$ cat src/rtl/up_mem_arbiter.sv
// -----------------------------------------------------------------------------
// up_mem_arbiter
//
// Shares the single external memory bus between the CPU controller (port 0)
// and the DMA/program loader (port 1). Grants are round-robin and only one
// transaction is active at a time. Each transaction is a one-cycle ALE
// address phase and then a data phase. The data phase ends when mem_rdy is
// seen, or it aborts after WAIT_MAX cycles without mem_rdy.
//
// Parameters
//   AW        address width
//   DW        data width
//   WAIT_MAX  maximum data-phase cycles spent waiting for mem_rdy (1..255)
//
// Ports
//   clk                 clock, rising edge
//   Rst                 synchronous, active-high reset
//   req0/req1           transaction request, port 0/1
//   we0/we1             1 = write, 0 = read, port 0/1
//   addr0/addr1         address, port 0/1
//   wdata0/wdata1       write data, port 0/1
//   gnt0/gnt1           port owns the bus (ADDR through DONE)
//   done                1-cycle pulse at transaction end
//   err                 1-cycle pulse with done when the data phase timed out
//   rdata               data captured by the last successful read
//   mem_ale             address latch enable
//   mem_re / mem_we     memory read / write strobes
//   mem_addr            memory address
//   mem_wdata           memory write data
//   mem_rdata           memory read data
//   mem_rdy             memory data-phase complete
//
// Every output is decoded from registered state only. No input reaches an
// output through a combinational path.
// -----------------------------------------------------------------------------
module up_mem_arbiter #(
  parameter int AW       = 8,
  parameter int DW       = 8,
  parameter int WAIT_MAX = 15
) (
  input  logic          clk,
  input  logic          Rst,
  input  logic          req0,
  input  logic          req1,
  input  logic          we0,
  input  logic          we1,
  input  logic [AW-1:0] addr0,
  input  logic [AW-1:0] addr1,
  input  logic [DW-1:0] wdata0,
  input  logic [DW-1:0] wdata1,
  output logic          gnt0,
  output logic          gnt1,
  output logic          done,
  output logic          err,
  output logic [DW-1:0] rdata,
  output logic          mem_ale,
  output logic          mem_re,
  output logic          mem_we,
  output logic [AW-1:0] mem_addr,
  output logic [DW-1:0] mem_wdata,
  input  logic [DW-1:0] mem_rdata,
  input  logic          mem_rdy
);

  typedef enum logic [1:0] {
    S_IDLE = 2'd0,
    S_ADDR = 2'd1,
    S_DATA = 2'd2,
    S_DONE = 2'd3
  } state_t;

  // Last data-phase cycle before the transaction is aborted.
  localparam logic [7:0] CNT_LAST = 8'(WAIT_MAX - 1);

  state_t        state_q, state_d;
  logic          owner_q, owner_d;
  logic          last_q, last_d;
  logic          we_q, we_d;
  logic [AW-1:0] addr_q, addr_d;
  logic [DW-1:0] wdata_q, wdata_d;
  logic [7:0]    cnt_q, cnt_d;
  logic          err_q, err_d;
  logic [DW-1:0] rdata_q, rdata_d;

  logic          winner;

  // Winner of the IDLE arbitration. A lone request wins outright. On a tie,
  // the port that did not own the previous transaction wins.
  always_comb begin
    winner = req1;
    if (req0 && req1) begin
      winner = ~last_q;
    end
  end

  // Next-state logic
  always_comb begin
    // NOTE: every signal assigned in this block gets a default first. If a
    // case branch then leaves it unassigned, it holds its value and no latch
    // is inferred.
    state_d = state_q;
    owner_d = owner_q;
    last_d  = last_q;
    we_d    = we_q;
    addr_d  = addr_q;
    wdata_d = wdata_q;
    cnt_d   = cnt_q;
    err_d   = err_q;
    rdata_d = rdata_q;

    unique case (state_q)
      S_IDLE: begin
        if (req0 || req1) begin
          owner_d = winner;
          we_d    = winner ? we1    : we0;
          addr_d  = winner ? addr1  : addr0;
          wdata_d = winner ? wdata1 : wdata0;
          cnt_d   = '0;
          err_d   = 1'b0;
          state_d = S_ADDR;
        end
      end

      S_ADDR: begin
        state_d = S_DATA;
      end

      S_DATA: begin
        if (mem_rdy) begin
          if (!we_q) begin
            rdata_d = mem_rdata;
          end
          state_d = S_DONE;
        end else if (cnt_q == CNT_LAST) begin
          err_d   = 1'b1;
          state_d = S_DONE;
        end else begin
          cnt_d = cnt_q + 8'd1;
        end
      end

      S_DONE: begin
        last_d  = owner_q;
        state_d = S_IDLE;
      end

      default: state_d = S_IDLE;
    endcase
  end

  // State registers
  always_ff @(posedge clk) begin
    // NOTE: sequential state uses non-blocking assignments. Every register
    // then updates from values taken before the edge, so the result does not
    // depend on the order of the processes.
    if (Rst) begin
      state_q <= S_IDLE;
      owner_q <= 1'b0;
      last_q  <= 1'b1;  // port 0 wins the first tie after reset
      we_q    <= 1'b0;
      addr_q  <= '0;
      wdata_q <= '0;
      cnt_q   <= '0;
      err_q   <= 1'b0;
      rdata_q <= '0;
    end else begin
      state_q <= state_d;
      owner_q <= owner_d;
      last_q  <= last_d;
      we_q    <= we_d;
      addr_q  <= addr_d;
      wdata_q <= wdata_d;
      cnt_q   <= cnt_d;
      err_q   <= err_d;
      rdata_q <= rdata_d;
    end
  end

  // Output decode, driven from registered state only
  always_comb begin
    gnt0      = 1'b0;
    gnt1      = 1'b0;
    done      = 1'b0;
    err       = 1'b0;
    mem_ale   = 1'b0;
    mem_re    = 1'b0;
    mem_we    = 1'b0;
    mem_addr  = '0;
    mem_wdata = '0;

    if (state_q != S_IDLE) begin
      gnt0 = ~owner_q;
      gnt1 = owner_q;
    end

    unique case (state_q)
      S_ADDR: begin
        mem_ale  = 1'b1;
        mem_addr = addr_q;
      end
      S_DATA: begin
        mem_re    = ~we_q;
        mem_we    = we_q;
        mem_addr  = addr_q;
        mem_wdata = wdata_q;
      end
      S_DONE: begin
        done = 1'b1;
        err  = err_q;
      end
      default: ;
    endcase
  end

  assign rdata = rdata_q;

endmodule

$ cat config.mk
export PLATFORM = sky130hd
export DESIGN_NAME = up_mem_arbiter
export DESIGN_NICKNAME = d
export VERILOG_FILES = /design/src/rtl/up_mem_arbiter.sv
export SDC_FILE = /design/constraint.sdc
export NUM_CORES = 1
export LEC_CHECK = 0
export ABC_AREA = 1
export CORE_UTILIZATION = 45
export CTS_BUF_LIST = sky130_fd_sc_hd__clkbuf_8
export DETAILED_ROUTE_END_ITERATION = 10
export DONT_BUFFER_PORTS = 1
export GPL_TIMING_DRIVEN = 0
export PLACE_DENSITY = 0.7
export RECOVER_POWER = 50
export SETUP_SLACK_MARGIN = 0.02
export SKIP_LAST_GASP = 1
export SLEW_MARGIN = 10
export SYNTH_ARGS = -nofsm -noshare
export SYNTH_HDL_FRONTEND = slang
export SYNTH_SLANG_ARGS = --single-unit
export TNS_END_PERCENT = 5
$ cat constraint.sdc
create_clock -name clk -period 2.1 [get_ports clk]
set_input_delay 0.63 -clock clk [delete_from_list [all_inputs] [get_ports clk]]
set_output_delay 0.63 -clock clk [all_outputs]
set_load 0.02 [all_outputs]
==> results of run 1 <==
## final timing paths
path / from / endpoint / slack (ns) / cells after the start
worst max-delay path: state_q[0] / mem_re / 0.05 / 5
worst min-delay path: err_q / err_q / 0.48 / 2
worst max register to register: state_q[0] / cnt_q[5] / 0.20 / 11
worst min register to register: err_q / err_q / 0.48 / 2
## state kept, by name, summed over array words and instances (netlist names)
name / flops
last_q: 1
err_q: 1
owner_q: 1
rdata: 8
we_q: 1
state_q: 2
addr_q: 8
wdata_q: 8
cnt_q: 8
## power breakdown
group	switching [mW]	total (mW)	internal, mW
sequential	0.141	1.04	0.902
clock	0.253	0.634	0.380
combinational	0.713	1.01	0.296
total	1.11	2.68	1.58
## through the flow
step / cell area (µm²) / instances / hold slack, ns / util (%)
global route: 2158 / 357 / 0.4836 / 52.08
finish: 2158 / 357 / 0.4765 / 52.08
CTS: 2188 / 357 / 0.4741 / 52.81
floorplan: 2011 / 301 / 0.4367 / -
global placement: 2073 / 351 / 0.4489 / 50.03
detailed placement: 2073 / 351 / 0.4593 / 50.03
## layer usage
layer	track usage [%]	wire length, µm	vias up
li1	-	-	970
met1	25.50	2064	824
met2	33.74	2261	57
met3	4.441	198	7
met4	5.867	44	0
met5	0	0	-
## critical path, delay by kind of cell, from the launching register on
| family | cells | cell delay, ns |
|---|---|---|
| flops | 1 | 0.33 |
| fa+ha+maj | 1 | 0.17 |
| simple gates | 1 | 0.33 |
| buf+inv | 3 | 0.31 |
## synth_stat cells, drive strengths merged
cell,instances
a21oi,12
a31oi,18
buf,10
clkbuf,5
dfxtp,38
ha,6
inv,40
nand2,87
nand3,16
nand4,3
nor2,34
nor3,4
o21ai,28
## cell families after synthesis
| kind of cell | Yosys count | synth area share, % |
|---|---|---|
| DFF | 38 | 37.83 |
| and+or+nand+nor | 144 | 29.99 |
| adders and majority gates | 6 | 3.734 |
| AOI/OAI and AO/OA | 58 | 16.30 |
| buffers and inverters | 55 | 12.13 |
## cells in the final DEF, fill, tap and decap left out, types with 2 or more instances in the layout
cell type and instances:
sky130_fd_sc_hd__dfxtp_1 38, sky130_fd_sc_hd__ha_1 5, sky130_fd_sc_hd__o21ai_0 27, sky130_fd_sc_hd__buf_6 2
sky130_fd_sc_hd__nor2_1 32, sky130_fd_sc_hd__nand4_1 3, sky130_fd_sc_hd__nand2_1 86, sky130_fd_sc_hd__clkbuf_1 4
sky130_fd_sc_hd__a21oi_1 11, sky130_fd_sc_hd__buf_2 5, sky130_fd_sc_hd__nor2_4 2, sky130_fd_sc_hd__nand3_1 15
sky130_fd_sc_hd__inv_2 11, sky130_fd_sc_hd__inv_1 29, sky130_fd_sc_hd__a31oi_1 18, sky130_fd_sc_hd__nor3_1 4
sky130_fd_sc_hd__clkbuf_8 6, sky130_fd_sc_hd__buf_4 2
## layout make-up
| type | count | area, µm² | area share [%] |
|---|---|---|---|
| well taps | 50 | 62.56 | 2.899 |
| inverters | 40 | 150.1 | 6.957 |
| flip-flops and latches | 38 | 760.7 | 35.25 |
| clock buffers | 6 | 82.58 | 3.826 |
| multi-input cells | 208 | 989.7 | 45.86 |
| plain buffers | 14 | 82.58 | 3.826 |
| clock inverters | 1 | 30.03 | 1.391 |
==> impl_metrics.py, run 1 <==
metrics = {
    "die": {
        "top_level_ports": 78,
        "dieWidth_um": 68.85,
        "fp.coreArea_um2": 4144,
        "dieArea_um2": 4740,
        "fp-row-count": 23,
        "floorplan.initialDensity_pct": 48.52,
        "die_height_um": 68.85,
    },
    "place": {
        "routabilityCongestion": 0.8240,
        "io_buffer_count": 0,
        "hpwlAfterDp_um": 3396,
        "pre_cts_slack_ns": 0.09977,
    },
    "worst_setup_path": {
        "critical_path_required_ns": 1.47,
        "critical_path.slowest_cell": "sky130_fd_sc_hd__dfxtp_1",
        "critical_path.startpoint_type": "flip-flop",
        "cp_slowest_stage_delay_ns": 0.33,
        "cp_max_fo": 9,
        "timing.critical_path.to_type": "primary output",
        "critical_path_class": "flip-flop to primary output",
        "worst-endpoint-arrival_ns": 1.42,
        "crit_chain": "inv_1 > ha_1 > buf_6 > inv_2 > nor2_1",
    },
    "timing": {
        "final_cycle_share_pct": 97.59,
        "grt_setup_unrepaired": "true",
        "hold_violations_final": 0,
        "worst_slack_ns": 0.05052,
        "final_max_slew_viol_count": 0,
        "worst_slew_pin_slew_ns": 0.7373,
        "setup_violations": 0,
        "period_needed_ns": 2.049,
        "clock.fmax_ghz": 0.4879,
        "finalSetupTns_ns": 0,
        "fin_worst_skew_ns": 0.01395,
        "worst_slew_margin_relative_to_its_limit_pct": 50.84,
    },
    "yosys": {
        "netlist_area_um2": 2011,
        "syn-num-nets": 354,
        "cell_types_with_the_largest_area_share_after_synthesis": "sky130_fd_sc_hd__dfxtp_1, sky130_fd_sc_hd__nand2_1, sky130_fd_sc_hd__inv_1, sky130_fd_sc_hd__o21ai_0, sky130_fd_sc_hd__nor2_1",
        "synth.yosys.seq_area_share_pct": 37.83,
        "total_of_warnings_raised_by_yosys": 0,
        "synthesis.instances": 301,
        "syn_area_per_cell_um2": 6.680,
        "netlist-cell-type-count": 25,
        "synth_top_area_share_pct": 37.83,
        "synth_top_cell_by_area": "sky130_fd_sc_hd__dfxtp_1",
        "synth_seq_cells": 38,
    },
    "clocking": {
        "post-cts-setup-buffer-count": 0,
        "max-clock-path-buffers": 2,
        "postCtsResizedCells": 3,
        "path_clk_slew_ns": 0.07,
        "cts.sink_count": 38,
        "cts_tree": "built",
        "cts_hold_buf": 0,
        "htreeDepth": 2,
        "clock_latency_ns": 0.29,
        "ctsRootBufferMaster": "sky130_fd_sc_hd__clkbuf_8",
        "cts_made_buffers": 5,
    },
    "drt": {
        "route.detailed.drc": 0,
        "drt-total-wl_um": 4568,
        "initialDrtViolationCount": 59,
        "detailroute.via_count": 1858,
        "antenna_violation_net_count_after_detailed_routing": 0,
        "firstDrtPassIters": 4,
        "routedWlPerCell_um": 12.80,
        "post_drt_via_cell_ratio": 5.204,
    },
    "grt": {
        "grt_first_pass_wirelength_um": 7031,
        "global_route.overflow_total": 0,
        "globalRouteTotalUtil_pct": 20.08,
        "first_global_vias": 1538,
        "number_of_antenna_violations_at_the_first_check_in_global_routing": 0,
        "grt_max_degree": 12,
    },
    "run_status": {
        "outcome": "finished, final reports clean",
    },
    "finish": {
        "areaGrowthSynthToFinish_pct": 7.343,
        "num-fill-cells": 429,
        "final_nets": 360,
        "post_route_cells_drive_above_1_share_pct": 11.07,
        "antennaDiodeCount": 0,
    },
    "pwr": {
        "reported_leakage_power_nw": 1.009,
        "report.power.total_mw": 2.685,
        "pwr_density_cell_nw_per_um2": 1244,
        "peakVddDrop_mv": 0.6655,
    },
    "flow_run": {
        "max_cap_viol_count": 0,
    },
    "worst_hold_path": {
        "min-delay-path-class": "flip-flop to flip-flop",
    },
}
Note: power is estimated with default switching activity, not from simulation.
==> run 2: changes to the inputs <==
==> constraint.sdc (replaced) <==
create_clock -name clk -period 2.15 [get_ports clk]
set_input_delay 0.645 -clock clk [delete_from_list [all_inputs] [get_ports clk]]
set_output_delay 0.645 -clock clk [all_outputs]
set_load 0.02 [all_outputs]
==> run 2 against run 1 <==
Sequential share of layout area down 0.22 points; worst setup slack better by 0.046 ns; routed wire length down 0.74%; critical path depth unchanged; sequential power about the same; first-iteration DRC count up 46%; core utilization up 0.33 points; die area unchanged; clock skew down 0.0011 ns; critical endpoint unchanged; highest routed layer unchanged.
==> impl_metrics.py, run 2 (synthesis results as in run 1) <==
metrics = {
    "finish": {
        "antennaDiodeCount": 0,
        "final_nets": 360,
        "utilization_pct": 52.42,
        "areaGrowthSynthToFinish_pct": 8.027,
        "mostFrequentLayoutCell": "sky130_fd_sc_hd__nand2_1",
        "post_route_cells_drive_above_1_share_pct": 12.38,
        "layout.cells.most_common_list": "sky130_fd_sc_hd__nand2_1, sky130_fd_sc_hd__dfxtp_1, sky130_fd_sc_hd__nor2_1",
        "layoutNonFillerInstCount": 357,
    },
    "pwr": {
        "power_frac_comb_pct": 38.4,
        "p_sw_mw": 1.084,
        "peakVddDrop_mv": 0.6507,
        "power.internal_mw": 1.567,
        "power.share.switching_pct": 40.89,
        "share_seq_of_total_power_pct": 38.4,
        "reported_leakage_power_nw": 1.016,
        "pwr_density_cell_nw_per_um2": 1220,
        "clock_power_share_pct": 23.2,
        "report.power.total_mw": 2.651,
    },
    "worst_hold_path": {
        "min-delay-path-class": "flip-flop to flip-flop",
    },
    "clocking": {
        "post-cts-setup-buffer-count": 0,
        "max-clock-path-buffers": 2,
        "path_clk_slew_ns": 0.07,
        "cts_tree": "built",
        "clock_latency_ns": 0.29,
        "cts_made_buffers": 5,
        "htreeDepth": 2,
        "ctsRootBufferMaster": "sky130_fd_sc_hd__clkbuf_8",
        "cts.sink_count": 38,
        "cts_hold_buf": 0,
    },
    "worst_setup_path": {
        "critical_path.slowest_cell": "sky130_fd_sc_hd__dfxtp_1",
        "cp_slowest_stage_delay_ns": 0.33,
        "critical_path_class": "flip-flop to primary output",
        "worst-endpoint-arrival_ns": 1.41,
        "critical_path_required_ns": 1.50,
        "timing.critical_path.to_type": "primary output",
        "cp_max_fo": 9,
        "crit_chain": "inv_1 > ha_1 > buf_6 > inv_4 > nor2_1",
        "critical_path.startpoint_type": "flip-flop",
    },
    "drt": {
        "antenna_violation_net_count_after_detailed_routing": 0,
        "routedWlPerCell_um": 12.70,
        "initialDrtViolationCount": 86,
        "wirelength_met1_um": 2072,
        "drt-total-wl_um": 4534,
        "firstDrtPassIters": 4,
        "maxUsedRoutingLayer": "met4",
        "detailroute.via_count": 1841,
        "met3WireLength_um": 188,
        "route.detailed.drc": 0,
        "dr_wl_met2_um": 2235,
        "post_drt_via_cell_ratio": 5.157,
    },
    "timing": {
        "worst_slew_pin_slew_ns": 0.7746,
        "clock.fmax_ghz": 0.4869,
        "whs_ns": 0.4782,
        "period_needed_ns": 2.054,
        "final_cycle_share_pct": 95.52,
        "fin_worst_skew_ns": 0.01282,
        "hold_violations_final": 0,
        "worst_slack_ns": 0.09624,
        "worst_slew_margin_relative_to_its_limit_pct": 48.36,
        "setup_violations": 0,
        "grt_setup_unrepaired": "true",
        "final_max_slew_viol_count": 0,
    },
    "place": {
        "routabilityCongestion": 0.8240,
        "io_buffer_count": 0,
        "hpwlAfterDp_um": 3396,
        "dpl.cell_count": 351,
        "pre_cts_slack_ns": 0.1348,
    },
    "grt": {
        "grt_first_pass_wirelength_um": 6996,
        "first_global_vias": 1534,
        "grt_max_degree": 12,
        "number_of_antenna_violations_at_the_first_check_in_global_routing": 0,
        "globalRouteTotalUtil_pct": 19.94,
        "global_route.overflow_total": 0,
    },
    "flow_run": {
        "max_cap_viol_count": 0,
    },
    "die": {
        "die_height_um": 68.85,
        "floorplan.initialDensity_pct": 48.52,
        "fp-row-count": 23,
        "fp.coreArea_um2": 4144,
        "top_level_ports": 78,
        "dieArea_um2": 4740,
        "dieWidth_um": 68.85,
    },
    "run_status": {
        "outcome": "finished, final reports clean",
    },
}
[run 2: final cells by class]
type	count	area (µm²)
Buffer	14	91.34
Clock buffer	6	82.58
Clock inverter	1	30.03
Fill cell	430	1972
Inverter	40	152.6
Multi-Input combinational cell	208	992.2
Sequential cell	38	760.7
Tap cell	50	62.56
[run 2: worst max-delay path: cells and delay by family, from the launching register on]
family	cells	cell delay (ns)
flops	1	0.33
buf+inv	3	0.31
fa+ha+maj	1	0.17
simple gates	1	0.32
[run 2: path summary, 6_finish.rpt]
kind / start / to / slack, ns / cells past startpoint
max: state_q[0] / mem_re / 0.1 / 5
min: err_q / err_q / 0.48 / 2
max reg2reg: state_q[0] / rdata[5] / 0.43 / 8
min reg2reg: err_q / err_q / 0.48 / 2
[run 2: through the flow]
step | instance area, µm² | TNS (ns)
global route | 2172 | -0.02164
global placement | 2073 | 0
detailed placement | 2073 | 0
CTS | 2186 | 0
finish | 2172 | 0
floorplan | 2011 | 0
[run 2: timing repair]
| item | in CTS | in global routing |
|---|---|---|
| endpoints found under the setup margin | 17 | 17 |
| cloned | 0 | 0 |
| gates resized for setup | 2 | 11 |
[run 2: power groups by stage]
| stage | combinational, mW | sequential, mW | clock (mW) |
|---|---|---|---|
| after floorplan | 0.823 | 1.01 | 0 |
| after global placement | 1.00 | 1.03 | 0 |
| after detailed placement | 1.01 | 1.03 | 0 |
| after CTS | 1.02 | 1.02 | 0.631 |
| after global routing | 1.14 | 1.04 | 0.661 |
| final | 1.02 | 1.02 | 0.615 |
[run 2: layer usage]
layer / vias up / GRT usage (%)
met3: 5 / 4.441
met4: 0 / 5.867
met2: 52 / 33.25
met5: - / 0
li1: 969 / -
met1: 815 / 25.50
==> run 3: changes to the inputs <==
--- a/config.mk
+++ b/config.mk
@@ -6,15 +6,17 @@
 export NUM_CORES = 1
 export LEC_CHECK = 0
 export ABC_AREA = 1
-export CORE_UTILIZATION = 45
+export CELL_PAD_IN_SITES_DETAIL_PLACEMENT = 0
+export CELL_PAD_IN_SITES_GLOBAL_PLACEMENT = 1
+export CORE_UTILIZATION = 44
 export CTS_BUF_LIST = sky130_fd_sc_hd__clkbuf_8
 export DETAILED_ROUTE_END_ITERATION = 10
 export DONT_BUFFER_PORTS = 1
 export GPL_TIMING_DRIVEN = 0
-export PLACE_DENSITY = 0.7
+export PLACE_DENSITY = 0.91
 export RECOVER_POWER = 50
+export REMOVE_ABC_BUFFERS = 1
 export SETUP_SLACK_MARGIN = 0.02
-export SKIP_LAST_GASP = 1
 export SLEW_MARGIN = 10
 export SYNTH_ARGS = -nofsm -noshare
 export SYNTH_HDL_FRONTEND = slang
==> run 3 against run 2 <==
Sequential power hardly changed; highest routed layer unchanged; clock skew is 0.0058 ns lower; critical endpoint is now mem_wdata[2]; hold slack worse by 0.059 ns; die area is 2.2% higher; clock power is 3.4% lower; core utilization is 3.6 points lower.
==> impl_metrics.py, run 3 (synthesis results as in run 1) <==
metrics = {
    "finish": {
        "mostFrequentLayoutCell": "sky130_fd_sc_hd__nand2_1",
        "utilization_pct": 48.80,
        "layout.cells.most_common_list": "sky130_fd_sc_hd__nand2_1, sky130_fd_sc_hd__inv_1, sky130_fd_sc_hd__dfxtp_1",
        "areaGrowthSynthToFinish_pct": 6.409,
        "final_area_um2": 2140,
        "antennaDiodeCount": 0,
        "post_route_cells_drive_above_1_share_pct": 7.770,
        "final_nets": 348,
    },
    "place": {
        "routabilityCongestion": 0.8054,
        "hpwlAfterDp_um": 2923,
        "io_buffer_count": 0,
        "placed_area_um2": 1984,
    },
    "die": {
        "fp.coreArea_um2": 4384,
        "floorplan.initialDensity_pct": 45.86,
        "top_level_ports": 78,
        "dieArea_um2": 4844,
        "dieWidth_um": 69.60,
        "fp-row-count": 24,
        "die_height_um": 69.60,
    },
    "grt": {
        "number_of_antenna_violations_at_the_first_check_in_global_routing": 0,
        "globalRouteTotalUtil_pct": 18.74,
        "global_route.overflow_total": 0,
        "grt_first_pass_wirelength_um": 7279,
        "first_global_vias": 1649,
        "grt_max_degree": 35,
    },
    "worst_setup_path": {
        "critical_path.n_buffers_inverters": 2,
        "critical_path_class": "flip-flop to primary output",
        "timing.critical_path.to_type": "primary output",
        "worst_path_most_repeated_cell": "sky130_fd_sc_hd__inv_1",
        "worst-endpoint-arrival_ns": 1.40,
        "critical-path-top-delay-family": "buffers and inverters",
        "cp_max_fo": 18,
        "critical_path.startpoint_type": "flip-flop",
        "critical_path_required_ns": 1.50,
        "cp_slowest_stage_delay_ns": 0.33,
        "critical_path.slowest_cell": "sky130_fd_sc_hd__dfxtp_1",
        "crit_chain": "inv_1 > ha_4 > nand2_1 > inv_1",
    },
    "timing": {
        "finalSetupTns_ns": 0,
        "final_max_slew_viol_count": 0,
        "worst_slew_pin_slew_ns": 0.9174,
        "clock.fmax_ghz": 0.4898,
        "hold_violations_final": 0,
        "fin_worst_skew_ns": 0.007023,
        "worst_slew_margin_relative_to_its_limit_pct": 38.19,
        "grt_setup_unrepaired": "true",
        "whs_ns": 0.4190,
        "setup_violations": 0,
        "period_needed_ns": 2.042,
        "final_cycle_share_pct": 94.95,
    },
    "drt": {
        "drt-total-wl_um": 4368,
        "routedWlPerCell_um": 12.55,
        "initialDrtViolationCount": 85,
        "detailroute.via_count": 1781,
        "firstDrtPassIters": 4,
        "post_drt_via_cell_ratio": 5.118,
        "antenna_violation_net_count_after_detailed_routing": 0,
        "route.detailed.drc": 0,
    },
    "clocking": {
        "cts_hold_buf": 0,
        "cts.sink_count": 38,
        "cts_tree": "built",
        "htreeDepth": 2,
        "max-clock-path-buffers": 2,
        "path_clk_slew_ns": 0.07,
        "ctsRootBufferMaster": "sky130_fd_sc_hd__clkbuf_8",
        "clock_latency_ns": 0.29,
        "cts_made_buffers": 5,
    },
    "pwr": {
        "reported_leakage_power_nw": 0.9789,
        "report.power.total_mw": 2.608,
        "pwr_density_cell_nw_per_um2": 1219,
        "peakVddDrop_mv": 0.5081,
    },
    "worst_hold_path": {
        "min-delay-path-class": "primary input to flip-flop",
    },
    "flow_run": {
        "max_cap_viol_count": 0,
    },
    "run_status": {
        "outcome": "finished, final reports clean",
    },
}
run 3: cell count changes in the layout (fill, tap and decap cells not counted), moves of 2 or more:
cell and change:
sky130_fd_sc_hd__buf_2 -6, sky130_fd_sc_hd__buf_6 -3, sky130_fd_sc_hd__clkbuf_1 -2, sky130_fd_sc_hd__clkinvlp_4 +3
sky130_fd_sc_hd__ha_4 +2, sky130_fd_sc_hd__inv_1 +9, sky130_fd_sc_hd__inv_2 -9
run 3: report_power, final:
group	switching, mW	internal [mW]	total, mW	leakage [nW]
Combinational	0.692	0.297	0.989	0.611
Sequential	0.143	0.882	1.02	0.312
Clock	0.253	0.341	0.594	0.0556
Total	1.09	1.52	2.61	0.979
run 3: repair_timing:
item / in CTS / in global routing
pin swaps: 0 / 1
hold endpoints to repair: 0 / 0
gates cloned: 0 / 1
endpoints found under the setup margin: 19 / 20
gates resized for setup: 4 / 5
buffers inserted: 0 / 1
run 3: cell type report:
cell class                      count  area [µm²]
Timing Repair inverter              1       7.507
Multi-Input combinational cell    208        1031
Tap cell                           52       65.06
Sequential cell                    38       762.0
Inverter                           40       156.4
Fill cell                         454        2245
Clock buffer                        5       68.82
Clock inverter                      3       41.29
Timing Repair Buffer                1       7.507
run 3: stage by stage:
step / setup WS [ns] / instances
floorplan: 0.2559 / 286
finish: 0.1085 / 348
global route: 0.003579 / 348
global placement: -0.1233 / 338
CTS: 0.01841 / 346
detailed placement: -0.08011 / 338
run 3: worst register-to-register path, stage by stage, from the launching register on:
cell and delay, ns:
sky130_fd_sc_hd__dfxtp_1 0.37, sky130_fd_sc_hd__inv_1 0.13, sky130_fd_sc_hd__ha_4 0.20, sky130_fd_sc_hd__o21ai_0 0.34
sky130_fd_sc_hd__clkinvlp_4 0.60, sky130_fd_sc_hd__a31oi_1 0.27
run 3: worst paths after layout:
kind / from / endpoint / slack [ns] / cells past startpoint
max: state_q[0] / mem_wdata[2] / 0.11 / 4
max reg2reg: state_q[0] / addr_q[6] / 0.18 / 5
min: Rst / owner_q / 0.42 / 1
min reg2reg: cnt_q[6] / cnt_q[6] / 0.48 / 2
run 3: layer usage:
layer / vias up / part of all wire [%] / GRT usage [%]
met5: - / 0 / 0
met4: 0 / 1.3 / 6.122
met3: 6 / 6.0 / 5.378
met2: 55 / 48 / 32.58
met1: 775 / 44 / 22.03
li1: 945 / - / -
